<file path="src/rtl/clk_gen_pkg.sv">
// Shared constants for the multi-rate frame clock generator.
// Rate index to name:
//   0 : 30 Hz  (HALF_0 = 1666666 cycles of 100 MHz per half-period)
//   1 : 40 Hz  (HALF_1 = 1250000)
//   2 : 50 Hz  (HALF_2 = 1000000)
//   3 : 60 Hz  (HALF_3 =  833333)
package clk_gen_pkg;

    localparam int CLK_HZ = 100_000_000;
    localparam int RATE_W = 2;

    localparam int HALF_0 = 1666666;
    localparam int HALF_1 = 1250000;
    localparam int HALF_2 = 1000000;
    localparam int HALF_3 = 833333;

    typedef enum logic [RATE_W-1:0] {
        RATE_30HZ = 2'd0,
        RATE_40HZ = 2'd1,
        RATE_50HZ = 2'd2,
        RATE_60HZ = 2'd3
    } rate_e;

endpackage

</file>
<file path="src/rtl/rate_clock_channel.sv">
// One divided-clock channel.
// Ports:
//   clk          system clock
//   rst_n        asynchronous active-low reset
//   en           run enable; low holds the channel at phase 0
//   select       requested rate index
//   sync_req     restart pulse shared by all channels
//   clk_div      registered 50 % duty divided clock
//   tick         one-cycle strobe on the cycle clk_div rises
//   rate_pending combinational: select differs from the committed rate
module rate_clock_channel
    import clk_gen_pkg::*;
#(
    parameter int CTR_W  = 22,
    parameter int HALF_0 = clk_gen_pkg::HALF_0,
    parameter int HALF_1 = clk_gen_pkg::HALF_1,
    parameter int HALF_2 = clk_gen_pkg::HALF_2,
    parameter int HALF_3 = clk_gen_pkg::HALF_3
) (
    input  logic              clk,
    input  logic              rst_n,
    input  logic              en,
    input  logic [RATE_W-1:0] select,
    input  logic              sync_req,
    output logic              clk_div,
    output logic              tick,
    output logic              rate_pending
);

    localparam logic [CTR_W-1:0] HM1_0 = CTR_W'(HALF_0 - 1);
    localparam logic [CTR_W-1:0] HM1_1 = CTR_W'(HALF_1 - 1);
    localparam logic [CTR_W-1:0] HM1_2 = CTR_W'(HALF_2 - 1);
    localparam logic [CTR_W-1:0] HM1_3 = CTR_W'(HALF_3 - 1);

    // Terminal count (half-period minus one) for a given rate index.
    function automatic logic [CTR_W-1:0] term_count(input logic [RATE_W-1:0] rate);
        logic [CTR_W-1:0] tc;
        case (rate)
            RATE_30HZ: tc = HM1_0;
            RATE_40HZ: tc = HM1_1;
            RATE_50HZ: tc = HM1_2;
            RATE_60HZ: tc = HM1_3;
            default:   tc = HM1_0;
        endcase
        return tc;
    endfunction

    logic [CTR_W-1:0]  ctr_q,     ctr_d;
    logic [RATE_W-1:0] cur_q,     cur_d;
    logic              clk_div_q, clk_div_d;
    logic              tick_q,    tick_d;
    logic              terminal_s;

    assign terminal_s   = (ctr_q == term_count(cur_q));
    assign rate_pending = (select != cur_q);
    assign clk_div      = clk_div_q;
    assign tick         = tick_q;

    // Next-state: sync, then disable, then terminal count, then count.
    // The committed rate only moves at a half-period boundary or while
    // the channel is parked, so a half-period in flight is never altered.
    always_comb begin
        ctr_d     = ctr_q;
        cur_d     = cur_q;
        clk_div_d = clk_div_q;
        tick_d    = 1'b0;
        if (sync_req || !en) begin
            ctr_d     = {CTR_W{1'b0}};
            clk_div_d = 1'b0;
            tick_d    = 1'b0;
            cur_d     = select;
        end else if (terminal_s) begin
            ctr_d     = {CTR_W{1'b0}};
            clk_div_d = ~clk_div_q;
            tick_d    = ~clk_div_q;
            cur_d     = select;
        end else begin
            ctr_d     = ctr_q + {{(CTR_W-1){1'b0}}, 1'b1};
            tick_d    = 1'b0;
        end
    end

    // Channel state registers.
    always_ff @(posedge clk or negedge rst_n) begin
        if (!rst_n) begin
            ctr_q     <= {CTR_W{1'b0}};
            cur_q     <= {RATE_W{1'b0}};
            clk_div_q <= 1'b0;
            tick_q    <= 1'b0;
        end else begin
            ctr_q     <= ctr_d;
            cur_q     <= cur_d;
            clk_div_q <= clk_div_d;
            tick_q    <= tick_d;
        end
    end

endmodule

</file>
<file path="src/rtl/multi_rate_clock_gen.sv">
// Multi-channel frame clock generator: CHANNELS independent divided clocks
// from the 100 MHz system clock, each at 30/40/50/60 Hz.
// Ports:
//   clk_100MHz   system clock
//   rst_n        asynchronous active-low reset
//   en           per-channel run enable
//   select       per-channel rate index, channel i in bits [2i+1:2i]
//   sync_req     one-cycle pulse restarting all channels in phase
//   clk_div      per-channel divided clocks
//   tick         per-channel rise strobes
//   rate_pending per-channel uncommitted rate change indicator
module multi_rate_clock_gen
    import clk_gen_pkg::*;
#(
    parameter int CHANNELS = 4,
    parameter int CTR_W    = 22,
    parameter int HALF_0   = clk_gen_pkg::HALF_0,
    parameter int HALF_1   = clk_gen_pkg::HALF_1,
    parameter int HALF_2   = clk_gen_pkg::HALF_2,
    parameter int HALF_3   = clk_gen_pkg::HALF_3
) (
    input  logic                         clk_100MHz,
    input  logic                         rst_n,
    input  logic [CHANNELS-1:0]          en,
    input  logic [RATE_W*CHANNELS-1:0]   select,
    input  logic                         sync_req,
    output logic [CHANNELS-1:0]          clk_div,
    output logic [CHANNELS-1:0]          tick,
    output logic [CHANNELS-1:0]          rate_pending
);

    for (genvar i = 0; i < CHANNELS; i++) begin : g_ch
        rate_clock_channel #(
            .CTR_W  (CTR_W),
            .HALF_0 (HALF_0),
            .HALF_1 (HALF_1),
            .HALF_2 (HALF_2),
            .HALF_3 (HALF_3)
        ) u_ch (
            .clk          (clk_100MHz),
            .rst_n        (rst_n),
            .en           (en[i]),
            .select       (select[RATE_W*i +: RATE_W]),
            .sync_req     (sync_req),
            .clk_div      (clk_div[i]),
            .tick         (tick[i]),
            .rate_pending (rate_pending[i])
        );
    end

endmodule

</file>
<file path="config.mk">
export PLATFORM = sky130hd
export DESIGN_NAME = multi_rate_clock_gen
export DESIGN_NICKNAME = d
export VERILOG_FILES = /design/src/rtl/clk_gen_pkg.sv /design/src/rtl/rate_clock_channel.sv /design/src/rtl/multi_rate_clock_gen.sv
export SDC_FILE = /design/constraint.sdc
export NUM_CORES = 1
export LEC_CHECK = 0
export BUFFER_PORTS_ARGS = -buffer_cell sky130_fd_sc_hd__buf_2
export CORE_MARGIN = 4
export CORE_UTILIZATION = 40
export DETAILED_ROUTE_END_ITERATION = 8
export SYNTH_ARGS = -nofsm -noshare
export SYNTH_HDL_FRONTEND = slang
export SYNTH_SLANG_ARGS = --single-unit
</file>
<file path="constraint.sdc">
create_clock -name clk_100MHz -period 2.7 [get_ports clk_100MHz]
set_input_delay 0.405 -clock clk_100MHz [delete_from_list [all_inputs] [get_ports clk_100MHz]]
set_output_delay 0.405 -clock clk_100MHz [all_outputs]
set_load 0.02 [all_outputs]
</file>
* Word-level counts from Yosys, hierarchy flattened
Index checks and enable logic that the tools add are counted.
** Storage, ports and cells
- Flip-flop bits (word level) :: 104
- Bits of input ports :: 15
- Word-level logic and storage cells :: 96
** Cells by class
- Add/subtract/negate cells :: 4
- Bitwise logic cells :: 4
- Reductions and logical operators :: 16
- Mux-type cells :: 36
- Equal/unequal tests :: 20
** Operators with widths (number)
- 22-bit one-hot mux with 4 select lines :: 4
- 22-bit two-way mux :: 8
- 22-bit by 1-bit adder with 22-bit output (second input constant) :: 4
- 22-bit == test :: 4
- 2-bit == test (second input constant) :: 8
- 1-bit two-way mux :: 16
- 2-bit two-way mux :: 8
- 2-bit by 1-bit == test with 1-bit output (second input constant) :: 4
- 2-bit logical NOT :: 4
- 2-bit inequality test :: 4
- 2-bit nonzero test :: 4
- 1-bit logical NOT :: 4
- 1-bit logical OR :: 4
- 1-bit NOT :: 4

* Depth between registers and ports, before layout
- Word-level depth :: 5
- Depth in mapped cells :: 8
- Mapped depth without buffers :: 7

* By module
From an unflattened synthesis, not the netlist that was laid out.
** Unflattened totals
- Cells, all modules :: 640
- Area, all modules :: 6095.8 um2
** By module, submodules not included
- rate_clock_channel :: cells an instance 160, instances 4, area an instance 1524.0 um2

* Worst setup path before layout
No wires, ideal clock.
- Kind :: reg-to-reg
- Start point :: register g_ch[1].u_ch.cur_q[0]
- End point :: register g_ch[1].u_ch.cur_q[0]
- Buffers on the path :: 0
- Setup time :: 125 ps
- Arrival :: 2109 ps
- Setup slack :: 466 ps
- Stages on the path, launching flop included :: 8
- Cells stage by stage :: dfrtp_1 -> inv_1 -> ha_1 -> nor4bb_1 -> o22ai_1 -> nor4_1 -> a31o_2 -> mux2_2
** On the way
- Longest elaborated chain between the ends :: 4
** RTL lines
- start: declaration :: line rate_clock_channel.sv:49 : logic [RATE_W-1:0] cur_q, cur_d;
- start signal: assignment :: line rate_clock_channel.sv:87 : cur_q <= {RATE_W{1'b0}};
- start signal: assignment :: line rate_clock_channel.sv:92 : cur_q <= cur_d;
- 2-bit == test (tied with other cells) :: line rate_clock_channel.sv:38 : case (rate)
- 22-bit one-hot mux with 4 select lines (*) :: line rate_clock_channel.sv:38
- 22-bit == test (*) :: line rate_clock_channel.sv:54 : assign terminal_s = (ctr_q == term_count(cur_q));
- 2-bit nonzero test (no source line) (*)
Every way passes the cells marked *; elsewhere a longest branch is shown, timed or not. The select of a mux whose other input is x is not followed.
A chain may end at the register's enable or synchronous reset.

* Worst setup path after layout
- Start point :: register g_ch[2].u_ch.cur_q[0]
- End point :: register g_ch[2].u_ch.cur_q[0]
** On the way
- Longest elaborated chain between the ends :: 4
** RTL lines (line)
- start: declaration :: rate_clock_channel.sv:49
- start signal: assignment :: rate_clock_channel.sv:87
- start signal: assignment :: rate_clock_channel.sv:92
- 2-bit == test (tied with other cells) :: rate_clock_channel.sv:38
- 22-bit one-hot mux with 4 select lines (*) :: rate_clock_channel.sv:38
- 22-bit == test (*) :: rate_clock_channel.sv:54
- 2-bit nonzero test (no source line) (*)
Marks and branches as above.

==> run_results.csv <==
group,metric,value,unit
status,status,"completed",
timing,fin_crit_sh,94.0,%
synth,synth_commonest_cells,"nor2_1 (123), dfrtp_1 (104), xnor2_1 (50)",
cts,root_buffer,"clkbuf_16",
pwr,peakVddDrop,331,uV
synth,synth_top_family_by_area,"simple AND/OR/NAND/NOR gates",
synth,synthMuxAreaShare,2.57,%
detailed_routing,drt_pre_antenna_iters,5,
global_routing,grt_usage,15.5,%
placed_design,gp_congestion,0.846,
setup_path,crit_slowest_cell,"a2111oi_0",
hold_path,whs_path_depth,2,
setup_path,r2r_slack,0.16,ns
placed_design,preCtsSetupSlack,0.174,ns
placed_design,hpwl,9190,um
synth,synth-seq-area-share,42.1,%
global_routing,busiest_layer,"met2",
timing,relSlewSlack,48.8,%
cts,clockBufferDepth,2,
synth,synthAdderAreaFrac,4.86,%
timing,fin_ws,0.163,ns
synth,synthXorXnorAreaFrac,13.3,%
global_routing,grt_use_met2,25.3,%
pwr,power.density,478,nW/um^2
floorplanning,design.die.area,17500,um^2
global_routing,use_met3,3.85,%
floorplanning,die_x,132,um
cts,htree_num_levels,3,
setup_path,r2r_start,"g_ch[2].u_ch.cur_q[0]",
detailed_routing,wl_per_cell,14.8,um
setup_path,startpoint,"g_ch[2].u_ch.cur_q[0]",
synth,synth_edf_count,0,
synth,syn_inst,654,
synth,yosysUniqueCellTypes,55,
timing,fmax,394,MHz
cts,post_cts.repair.setup_buffers,0,
setup_path,required,2.95,ns
synth,synth_compound_area_share,5.23,%
cts,clk_pin_slew,0.08,ns
cells_and_area,num-fill-cells,1439,
synth,ys.flop_type,"dfrtp_1",
setup_path,cp_max_fo,8,
synth,synth_seq_cells,104,
cells_and_area,drive_above_1_share,11.1,%
hold_path,hold_path_class,"in -> reg",
synth,async_reset_ff_share,100,%
floorplanning,top_level_ports,27,
pwr,p_clk_share,42.0,%
timing,setup-violations-final,0,
detailed_routing,drc,0,
detailed_routing,finalWirelength,12900,um
floorplanning,core.rowCount,45,
timing,min_period,2.54,ns
run,maxCapViolCount,0,
timing,rsz0062_at_grt,"false",
setup_path,crit_type,"reg -> reg",
cells_and_area,area_delta_synth_final,9.36,%
global_routing,gr-total-overflow,0,
timing,hold_viol_final,0,
floorplanning,start_util,40.8,%
floorplanning,design.core.area,15100,um^2
setup_path,cp_slowest_stage_delay,0.61,ns
synth,yosys_warnings,0,
global_routing,use_met1,20.8,%
cells_and_area,regArea,2600,um^2
setup_path,cp-start-kind,"flop",
cts,clk_latency,0.35,ns
detailed_routing,first_iter_violations,291,
synth,yosys.area_share.simple,27.5,%
synth,yosysTopAreaCell,"dfrtp_1",
detailed_routing,vias,4609,
setup_path,rr_worst_depth,6,
detailed_routing,ant_nets,0,
detailed_routing,avgViaCountPerCell,5.32,
cts,cts_tree,"built",
timing,fin_tns_setup,0,ns
synth,ys_top_cells_by_area,"dfrtp_1 (42%), nor2_1 (7.5%), xnor2_1 (7.1%), xor2_1 (6.2%), ha_1 (4.9%)",
synth,synth_nets,693,
timing,skew,0.00833,ns
global_routing,grt_max_degree,77,
setup_path,r2r_end,"g_ch[2].u_ch.cur_q[0]",
timing,worst_slew_pin_slew,0.761,ns
setup_path,critPathCaptureType,"flop",
cts,clock_sinks,104,
synth,synthDominantCellAreaShare,42.1,%
pwr,design_power_total,3.23,mW
pwr,switchingPower,0.813,mW
synth,netlist_area,6180,um^2
cts,cts_made_buffers,9,
global_routing,grt_pass1_wl,22600,um
cells_and_area,fin_nets,712,
setup_path,path_cells,"inv_1 > ha_1 > xor2_1 > a2111oi_0 > a41o_2 > mux2_2",
synth,avgSynthCellArea,9.44,um^2
pwr,internal-power,2.41,mW
global_routing,grt_pass1_vias,4638,
cells_and_area,multi_input_area,3310,um^2
global_routing,antenna_found_initial,0,
setup_path,arrival,2.78,ns
timing,maxSlewViolCount,0,
floorplanning,fp.dieH,132,um
pwr,p_leak,2.81,nW
cells_and_area,antennaDiodeCount,0,
pwr,p_seq_share,49.6,%
setup_path,crit_end,"g_ch[2].u_ch.cur_q[0]",
synth,synth.most_common_cell,"nor2_1",
pwr,p_sw_share,25.2,%
pwr,power_frac_comb,8.4,%
placed_design,portBuffers,26,
==> layout by cell type (no fill, tap or decap), types with 6 or more instances in the layout <==
master / netlist / layout
nor2_1: 123 / 123
dfrtp_1: 104 / 104
xnor2_1: 50 / 50
xor2_1: 44 / 44
nand2_1: 42 / 42
nand3_1: 33 / 33
buf_2: 4 / 25
ha_1: 24 / 24
inv_1: 22 / 22
nand4_1: 22 / 22
nor3_1: 16 / 16
and3_1: 11 / 11
nor2b_1: 10 / 10
nor4_1: 11 / 10
clkbuf_16: 0 / 9
and3b_1: 8 / 8
o22ai_1: 8 / 8
nand2b_1: 8 / 8
buf_4: 16 / 8
nor3b_1: 8 / 7
and4_1: 7 / 7
a21oi_1: 7 / 7
mux2_2: 7 / 7
o21ai_0: 6 / 6
==> power groups by stage <==
| stage | sequential, mW | clock, mW | combinational, mW |
|---|---|---|---|
| floorplan | 1.62 | 0 | 0.190 |
| global placement | 1.63 | 0 | 0.265 |
| detailed placement | 1.63 | 0 | 0.271 |
| CTS | 1.60 | 1.40 | 0.275 |
| global route | 1.61 | 1.46 | 0.304 |
| finish | 1.60 | 1.36 | 0.269 |
==> cell type report <==
type                    instances  area share, %
multi-input cells             501           49.1
repair buffers                 35           3.19
well taps                     188           3.48
clock inverters                 7           1.19
flip-flops and latches        104           38.5
clock buffers                   9           3.33
inverters                      22           1.22
==> repair_timing <==
item / 4_1_cts / 5_1_grt
gates resized for setup: 0 / 2
hold buffers: 1 / 0
setup endpoints to repair: 0 / 18
hold endpoints to repair: 28 / 0
==> metal layers <==
metal	routed length, um	part of all wire, %
met3	435	3.4
met1	6170	48
met5	0	0
met4	136	1.1
met2	6120	48
==> through the flow <==
step	utilization [%]	hold slack [ns]	std cells	cell area (um^2)
after floorplan	-	0.109	654	6180
after global placement	42.4	0.359	849	6430
after detailed placement	42.4	0.368	849	6430
after CTS	44.5	0.291	866	6740
after global routing	44.6	0.286	866	6750
final	44.6	0.303	866	6750
==> state kept, by name, summed over array words and instances, names as in the netlist <==
signal             cells
g_ch.u_ch.cur_q        8
g_ch.u_ch.ctr_q       88
g_ch.u_ch.tick         4
g_ch.u_ch.clk_div      4
==> cell families (layout without fill, tap and decap cells) <==
| kind of cell | count (synthesis) | count (layout) |
|---|---|---|
| fa+ha+maj | 24 | 24 |
| compound gates | 42 | 42 |
| simple gates | 327 | 327 |
| mux | 14 | 14 |
| buf+inv | 49 | 73 |
| xor+xnor | 94 | 94 |
| flops | 104 | 104 |
==> how the worst min path moves through the flow <==
stage	startpoint	to	slack [ns]
floorplan	rst_n	g_ch[0].u_ch.clk_div	0.11
global placement	rst_n	g_ch[3].u_ch.ctr_q[12]	0.36
detailed placement	rst_n	g_ch[3].u_ch.ctr_q[12]	0.37
CTS	select[3]	g_ch[1].u_ch.cur_q[1]	0.29
global route	select[3]	g_ch[1].u_ch.cur_q[1]	0.29
finish	select[3]	g_ch[1].u_ch.cur_q[1]	0.30
==> worst max-delay path, delay by kind of cell (launching register included) <==
kind / cells / cell delay [ns]
compound gates: 2 / 0.97
flops: 1 / 0.50
fa+ha+maj: 1 / 0.35
mux: 1 / 0.34
xor+xnor: 1 / 0.15
buf+inv: 1 / 0.10
(Power assumes the default switching activity.)
